**config.mk**
```make
export PLATFORM = sky130hd
export DESIGN_NAME = instruction_fetch
export DESIGN_NICKNAME = d
export VERILOG_FILES = /design/src/rtl/cpu_pkg.sv /design/src/rtl/pc_next_logic.sv /design/src/rtl/instruction_fetch.sv
export SDC_FILE = /design/constraint.sdc
export NUM_CORES = 1
export LEC_CHECK = 0
export CORE_ASPECT_RATIO = 1.5
export CORE_UTILIZATION = 45
export DETAILED_ROUTE_END_ITERATION = 12
export PLACE_DENSITY = 0.78
export SYNTH_ARGS = -nofsm -noshare
export SYNTH_HDL_FRONTEND = slang
export SYNTH_HIERARCHICAL = 1
export SYNTH_SLANG_ARGS = --single-unit
```
**constraint.sdc**
```tcl
create_clock -name clk -period 2.6 [get_ports clk]
set_clock_uncertainty 0.15 [all_clocks]
set_input_delay 0.26 -clock clk [delete_from_list [all_inputs] [get_ports clk]]
set_output_delay 0.26 -clock clk [all_outputs]
set_load 0.02 [all_outputs]
```
**src/rtl/cpu_pkg.sv**
```systemverilog
// Shared CPU front-end constants, IF/ID register layout and next-PC select encoding.
// Imported by instruction_fetch and pc_next_logic.
package cpu_pkg;
    localparam int          INSTR_W          = 32;
    localparam logic [31:0] RESET_PC_DEFAULT = 32'h0000_0000;
    localparam logic [INSTR_W-1:0] NOP_INSTR = 32'h0000_0000;

    typedef struct packed {
        logic [INSTR_W-1:0] instr;
        logic [31:0]        pc_plus4;
        logic               valid;
    } if_id_t;

    typedef enum logic [1:0] {
        SEL_SEQ,
        SEL_HOLD,
        SEL_BRANCH,
        SEL_JUMP
    } pc_sel_e;

    // Branch offset is a word offset; turn it into a signed byte offset.
    function automatic logic [31:0] branch_offset(input logic [15:0] imm);
        return {{14{imm[15]}}, imm, 2'b00};
    endfunction
endpackage

```
**src/rtl/pc_next_logic.sv**
```systemverilog
// PC register plus next-PC mux (jump > branch > stall hold > sequential); one-cycle update.
// Redirects are resolved from the ID-stage fields and always win over stall.
module pc_next_logic
    import cpu_pkg::*;
#(
    parameter logic [31:0] RESET_PC = RESET_PC_DEFAULT
) (
    input  logic        clk,
    input  logic        reset,
    input  logic        stall_i,
    input  logic        branch_taken_i,
    input  logic [15:0] branch_imm_i,
    input  logic        jump_i,
    input  logic [25:0] jump_index_i,
    input  logic [31:0] if_id_pc_plus4_i,
    output logic [31:0] pc_o,
    output logic [31:0] pc_plus4_o
);
    logic [31:0] pc_q;
    logic [31:0] pc_d;
    logic [31:0] branch_target;
    logic [31:0] jump_target;
    pc_sel_e     sel;

    assign pc_plus4_o    = pc_q + 32'd4;
    assign branch_target = if_id_pc_plus4_i + branch_offset(branch_imm_i);
    assign jump_target   = {if_id_pc_plus4_i[31:28], jump_index_i, 2'b00};
    assign pc_o          = pc_q;

    always_comb begin
        sel = SEL_SEQ;
        if (jump_i)
            sel = SEL_JUMP;
        else if (branch_taken_i)
            sel = SEL_BRANCH;
        else if (stall_i)
            sel = SEL_HOLD;
    end

    always_comb begin
        pc_d = pc_plus4_o;
        case (sel)
            SEL_JUMP:   pc_d = jump_target;
            SEL_BRANCH: pc_d = branch_target;
            SEL_HOLD:   pc_d = pc_q;
            default:    pc_d = pc_plus4_o;
        endcase
    end

    always_ff @(posedge clk) begin
        if (reset)
            pc_q <= RESET_PC;
        else
            pc_q <= pc_d;
    end
endmodule

```
**src/rtl/instruction_fetch.sv**
```systemverilog
// IF stage: combinational imem read at PC, IF/ID register loaded one clock later; redirect costs one bubble.
// stall holds PC and IF/ID; redirect/flush/fetch fault load a bubble; FETCH_PERF_CNT_EN adds fetch/bubble counters.
module instruction_fetch
    import cpu_pkg::*;
#(
    parameter logic [31:0] RESET_PC   = RESET_PC_DEFAULT,
    parameter int          IMEM_WORDS = 64
) (
    input  logic               clk,
    input  logic               reset,
    output logic [31:0]        imem_addr,
    input  logic [INSTR_W-1:0] imem_instr,
    input  logic               stall,
    input  logic               flush,
    input  logic               branch_taken,
    input  logic [15:0]        branch_imm,
    input  logic               jump,
    input  logic [25:0]        jump_index,
    output logic [INSTR_W-1:0] if_id_instr,
    output logic [31:0]        if_id_pc_plus4,
    output logic               if_id_valid,
    output logic               fetch_fault
`ifdef FETCH_PERF_CNT_EN
    ,
    output logic [31:0]        perf_fetched,
    output logic [31:0]        perf_bubbles
`endif
);
    localparam logic [31:0] IMEM_BYTES = 32'(IMEM_WORDS * 4);

    logic [31:0] pc;
    logic [31:0] pc_plus4;
    logic        redirect;
    logic        bubble_ld;
    logic        fetch_ld;
    if_id_t      if_id_q;
    if_id_t      if_id_d;

    pc_next_logic #(
        .RESET_PC (RESET_PC)
    ) u_pc_next (
        .clk              (clk),
        .reset            (reset),
        .stall_i          (stall),
        .branch_taken_i   (branch_taken),
        .branch_imm_i     (branch_imm),
        .jump_i           (jump),
        .jump_index_i     (jump_index),
        .if_id_pc_plus4_i (if_id_q.pc_plus4),
        .pc_o             (pc),
        .pc_plus4_o       (pc_plus4)
    );

    assign imem_addr   = pc;
    assign fetch_fault = (pc >= IMEM_BYTES);

    // A faulting fetch only turns into a bubble when the edge is not stalled.
    assign redirect  = jump | branch_taken;
    assign bubble_ld = redirect | flush | (~stall & fetch_fault);
    assign fetch_ld  = ~redirect & ~flush & ~stall & ~fetch_fault;

    always_comb begin
        if_id_d = if_id_q;
        if (bubble_ld) begin
            if_id_d.instr    = NOP_INSTR;
            if_id_d.pc_plus4 = 32'h0;
            if_id_d.valid    = 1'b0;
        end else if (fetch_ld) begin
            if_id_d.instr    = imem_instr;
            if_id_d.pc_plus4 = pc_plus4;
            if_id_d.valid    = 1'b1;
        end
    end

    always_ff @(posedge clk) begin
        if (reset)
            if_id_q <= '0;
        else
            if_id_q <= if_id_d;
    end

    assign if_id_instr    = if_id_q.instr;
    assign if_id_pc_plus4 = if_id_q.pc_plus4;
    assign if_id_valid    = if_id_q.valid;

`ifdef FETCH_PERF_CNT_EN
    logic [31:0] fetched_q;
    logic [31:0] fetched_d;
    logic [31:0] bubbles_q;
    logic [31:0] bubbles_d;

    assign fetched_d = fetched_q + {31'd0, fetch_ld};
    assign bubbles_d = bubbles_q + {31'd0, bubble_ld};

    always_ff @(posedge clk) begin
        if (reset) begin
            fetched_q <= 32'h0;
            bubbles_q <= 32'h0;
        end else begin
            fetched_q <= fetched_d;
            bubbles_q <= bubbles_d;
        end
    end

    assign perf_fetched = fetched_q;
    assign perf_bubbles = bubbles_q;
`endif
endmodule
```
### After elaboration in Yosys (flattened, before gate mapping)

Index checks and enable logic that the tools add are counted.

* bits in registers: 97
* latch bits: 0
* RAM bits: 0
* memory bits (read-only): 0
* bits of input ports: 80
* output and inout port bits: 98
* logic and storage cells: 26
* memories: 0

* add/subtract/negate cells: 2
* multiply operators: 0
* div/mod/pow operators: 0
* magnitude comparators: 1
* equality and inequality tests: 3
* shifts and indexed selects: 0
* muxes and demuxes: 4
* bitwise gates (word level): 11
* reduce and logical (&&, ||, !) cells: 1

Operators with widths (number)
* 32-bit one-hot mux with 3 select lines: 1
* 32-bit by 3-bit adder with 32-bit output, second input constant: 1
* 32-bit adder: 1
* 32-bit by 9-bit >= comparator with 1-bit output, second input constant: 1
* 1-bit AND: 4
* 2-bit == test, second input constant: 2
* 2-bit 2-to-1 mux: 2
* 1-bit inverter: 4
* 1-bit bitwise OR: 3
* 2-bit by 1-bit == test with 1-bit output, second input constant: 1
* 2-bit OR reduction: 1
* 1-bit 2-to-1 mux: 1

### Longest topological paths before layout

* depth after elaboration: 5
* depth in mapped cells: 12
* mapped depth without buffers: 12

### Modules after synthesis

Netlist, hierarchy kept.

By module, submodules not included
* pc_next_logic: times used 1, cells each 542, area an instance 3941.3 µm², seq. area each 640.6 µm²
* instruction_fetch: times used 1, cells each 298, area an instance 2917.8 µm², seq. area each 1301.2 µm²

### Worst setup path before layout

OpenSTA, ideal clock, no wires.

* kind: flip-flop to flip-flop
* start: register if_id_q, in the netlist if_id_pc_plus4[2]
* end: register u_pc_next.pc_q[28] (netlist: u_pc_next/pc_o[28])
* library setup time: 0.058 ns
* arrival: 2.721 ns
* required time: 2.392 ns
* setup slack: -0.329 ns
* cell stages (with the launch flop): 13
* buffers on the path: 0
* clock period less this slack: 2.929 ns
* path through: dfxtp_1 -> ha_1 -> inv_1 -> fa_1 -> nor2b_1 -> o21ai_0 -> a21oi_1 -> o21ai_1 -> a21o_1 -> a21oi_1 -> a221oi_1 -> a2111oi_0 -> a211o_1

* word-level cells in the longest chain between the ends: 2

Ends and longest elaborated chain
* start, declared: RTL line instruction_fetch.sv:36 `if_id_t if_id_q;`
* start signal, assigned: RTL line instruction_fetch.sv:79 `if_id_q <= if_id_d;`
* 32-bit adder: RTL line pc_next_logic.sv:26 `assign branch_target = if_id_pc_plus4_i + branch_offset(branch_imm_i);`
* 32-bit one-hot mux with 3 select lines: RTL line pc_next_logic.sv:42 `case (sel)`
* end signal, assigned: RTL line pc_next_logic.sv:54 `pc_q <= pc_d;`
* end, declared: RTL line pc_next_logic.sv:19 `logic [31:0] pc_q;`

No other way between the ends.
A chain may end at the register's enable or synchronous reset.

### Worst setup path after layout

* start: register if_id_q, in the netlist if_id_pc_plus4[3]
* end: register u_pc_next.pc_q[29] (netlist: u_pc_next/pc_o[29])

Same word-level chain as after synthesis.

==> results.sh <==
export IMPL_status="finished with violations"
export IMPL_violations="setup timing"
export IMPL_num_rows=54
export IMPL_period_share_pct=104.1
export IMPL_clockBufferDepth=2
export IMPL_fmax_ghz=0.3695
export IMPL_gr_usage_all_layers_pct=29.74
export IMPL_postSynthCellCount=840
export IMPL_r2r_setup_slack_ns=-0.11
export IMPL_drtIter0Drc=543
export IMPL_fillers=1170
export IMPL_grt_pass1_vias=7435
export IMPL_synth_edf_count=0
export IMPL_syn_to_final_growth_pct=51.97
export IMPL_vias=7450
export IMPL_ys_seq_elements=97
export IMPL_seq_area_um2=1956
export IMPL_ctsHoldBuffers=0
export IMPL_ys_flop_type="dfxtp_1"
export IMPL_highest_layer="met4"
export IMPL_setup_violations=9
export IMPL_cp_required_ns=2.73
export IMPL_antenna_found_initial=0
export IMPL_slew_violations=0
export IMPL_hold_class="input pin to flop"
export IMPL_routed_via_density=5.631
export IMPL_avgSynthCellArea_um2=8.166
export IMPL_ant_nets=0
export IMPL_synth_area_um2=6859
export IMPL_cts_sinks=97
export IMPL_reg2reg_depth=9
export IMPL_nets=1233
export IMPL_root_buffer="clkbuf_16"
export IMPL_worst_path_max_delay_cell="or4b_1"
export IMPL_multi_input_area_um2=4632
export IMPL_power_density_nw_per_um2=358.2
export IMPL_start_util_pct=46.57
export IMPL_wl_met1_um=8725
export IMPL_hold_depth=3
export IMPL_yosysSeqAreaShare_pct=28.31
export IMPL_clk_latency_ns=0.35
export IMPL_gp_congestion=0.9538
export IMPL_worstPathCellList="ha_4, a211o_1, o211ai_1, or4_4, a31o_4, a21oi_4, nor2_2, or4b_1, a31oi_1"
export IMPL_io_buffers=177
export IMPL_synth_cell_types=69
export IMPL_n_antenna_cell=0
export IMPL_crit_type="flop to flop"
export IMPL_final_cell_mix="clkdlybuf4s50_1 (172), buf_4 (147), dfxtp_1 (88), nand3_1 (86), inv_1 (83)"
export IMPL_wl_met3_um=1476
export IMPL_slowest_delay_ns=0.51
export IMPL_io_pins=178
export IMPL_synth_warning_count=6
export IMPL_postRouteWirelength_um=23350
export IMPL_die_area_um2=15750
export IMPL_cts_tree="yes"
export IMPL_final_core_util_pct=70.77
export IMPL_layout_commonest_cell="clkdlybuf4s50_1"
export IMPL_synth_nets=951
export IMPL_core_um2=14730
export IMPL_maxSlewHeadroom_pct=52.86
export IMPL_crit_reg2reg_launch="if_id_pc_plus4[3]"
export IMPL_path_clk_slew_ns=0.08
export IMPL_worstMarginPinSlew_ns=0.7071
export IMPL_hold_viol_final=0
export IMPL_globalRouteOverflowTotal=0
export IMPL_grt_max_degree=66
export IMPL_critPathLaunchType="flop"
export IMPL_drive_gt1_share_pct=26.00
export IMPL_hold_end="if_id_pc_plus4[31]"
export IMPL_cts_buffers=9
export IMPL_worstHoldStart="stall"
export IMPL_die_y_um=153.2
export IMPL_drv_cap=0
export IMPL_dr_wl_met2_um=12170
export IMPL_rsz0062_at_grt="true"
export IMPL_dp_final_hpwl_um=16950
export IMPL_power_leakage_uw=0.004316
export IMPL_finalCriticalPeriod_ns=2.706
export IMPL_first_pass_iters=5
export IMPL_end_kind="flop"
export IMPL_die_w_um=102.8
export IMPL_peakVddDrop_mv=0.3123
export IMPL_dpl_instance_area_um2=9801
export IMPL_setup_ws_ns=-0.1061
export IMPL_synthArstFlopShare_pct=0
export IMPL_cp_arrival_ns=2.84
export IMPL_route_detailed_drc=0
export IMPL_final_area_um2=10420
export IMPL_r2r_end="u_pc_next/pc_o[29]"
export IMPL_grt_pass1_wl_um=36670
export IMPL_wl_per_cell_um=17.65
export IMPL_htree_num_levels=3
export IMPL_cp_max_fo=3
==> power by group <==
| group | switching [uW] | internal (uW) | total, uW |
|---|---|---|---|
| Sequential | 35.5 | 1520 | 1550 |
| Combinational | 417 | 369 | 786 |
| Clock | 705 | 691 | 1400 |
==> registers in the layout (all words and copies together), names as in the netlist <==
register and cells:
if_id_instr 32, if_id_pc_plus4 32, u_pc_next/pc_o 32, if_id_valid 1
==> worst max-delay path, delay by kind of cell (launching register included) <==
| family | cells | cell delay, ns |
|---|---|---|
| AO/OA/AOI/OAI | 5 | 0.85 |
| flip-flops | 1 | 0.35 |
| AND/OR/NAND/NOR | 3 | 1.02 |
| adder cells (fa/ha/maj) | 1 | 0.26 |
==> how the worst max path moves through the flow <==
stage                                 start            endpoint  slack (ns)  cells past startpoint
final                     if_id_pc_plus4[3]  u_pc_next/pc_o[29]       -0.11                      9
after global routing      if_id_pc_plus4[3]  u_pc_next/pc_o[29]       -0.25                      9
after CTS                 if_id_pc_plus4[3]  u_pc_next/pc_o[29]       -0.20                      9
after detailed placement      branch_imm[0]  u_pc_next/pc_o[28]       -0.72                     13
after global placement        branch_imm[0]  u_pc_next/pc_o[28]       -0.63                     13
after floorplan           if_id_pc_plus4[2]  u_pc_next/pc_o[28]       -0.06                     12
==> per-layer routing <==
layer	GRT usage [%]	up-vias
li1	-	3539
met1	33.45	3525
met2	53.14	315
met3	4.938	71
met4	13.88	0
met5	0	-
==> through the flow <==
| step | setup TNS, ns | power, uW | setup slack [ns] | std cells | hold slack, ns |
|---|---|---|---|---|---|
| floorplan | -0.08640 | 1960 | -0.06027 | 840 | 0.2527 |
| global placement | -8.924 | 2332 | -0.6306 | 1298 | 0.3077 |
| detailed placement | -9.621 | 2341 | -0.7203 | 1298 | 0.3191 |
| CTS | -1.134 | 3737 | -0.2027 | 1321 | 0.2233 |
| global route | -1.625 | 3891 | -0.2458 | 1323 | 0.2373 |
| finish | -0.5267 | 3734 | -0.1061 | 1323 | 0.2300 |
==> what timing repair did <==
action,in CTS,in global routing
setup buffers,7,4
resized for setup,33,26
setup endpoints to repair,14,20
pin swaps,24,24
==> cell usage after synthesis (2+ instances only) <==
library cell | n | area share (%)
o211ai_1 | 3 | 0.33
and3_1 | 8 | 0.73
o21bai_1 | 2 | 0.22
o31ai_1 | 16 | 1.8
buf_2 | 15 | 1.1
mux2i_1 | 5 | 0.73
nor2_1 | 58 | 3.2
inv_1 | 84 | 4.6
buf_6 | 5 | 0.82
o21ai_0 | 23 | 1.7
a222oi_1 | 2 | 0.29
clkbuf_1 | 27 | 1.5
a31oi_1 | 7 | 0.64
nand3b_1 | 2 | 0.22
nand3_1 | 87 | 6.3
ha_1 | 30 | 5.5
a221o_1 | 3 | 0.44
xor2_1 | 33 | 4.2
buf_1 | 5 | 0.27
a221oi_1 | 4 | 0.51
nor4_1 | 8 | 0.73
o31ai_2 | 39 | 7.1
o21a_1 | 3 | 0.33
dfxtp_1 | 97 | 28
a21o_1 | 13 | 1.4
nor2b_1 | 8 | 0.73
buf_4 | 8 | 0.88
a211o_1 | 4 | 0.51
o22ai_1 | 6 | 0.55
a2111oi_0 | 3 | 0.38
xnor2_1 | 34 | 4.3
a211oi_1 | 13 | 1.4
nor3_1 | 15 | 1.1
nand2_1 | 52 | 2.8
o21ai_1 | 3 | 0.22
a21oi_1 | 45 | 3.3
o31ai_4 | 10 | 3.1
a22oi_1 | 3 | 0.33
or2_2 | 6 | 0.55
nand4_1 | 11 | 1.0
nand2b_1 | 8 | 0.73
or3_1 | 4 | 0.36
and4_1 | 2 | 0.26
==> cell type report <==
type	instances	share of cell area [%]
Clock inverter	7	0.8042
Multi-Input combinational cell	599	44.44
Timing Repair Buffer	331	28.46
Tap cell	196	2.353
Clock buffer	9	2.161
Sequential cell	97	18.76
Inverter	84	3.025
==> logic make-up (layout without fill, tap and decap cells) <==
family                   Yosys count  count (layout)  share of synthesized area [%]
AND/OR/NAND/NOR                  283             283                          21.20
AO/OA/AOI/OAI                    212             212                          26.14
buffers and inverters            144             431                          9.139
flip-flops                        97              97                          28.31
XOR/XNOR                          67              67                          8.555
adder cells (fa/ha/maj)           31              31                          5.764
multiplexers                       6               6                         0.8939
Note: power is estimated with default switching activity, not from simulation.
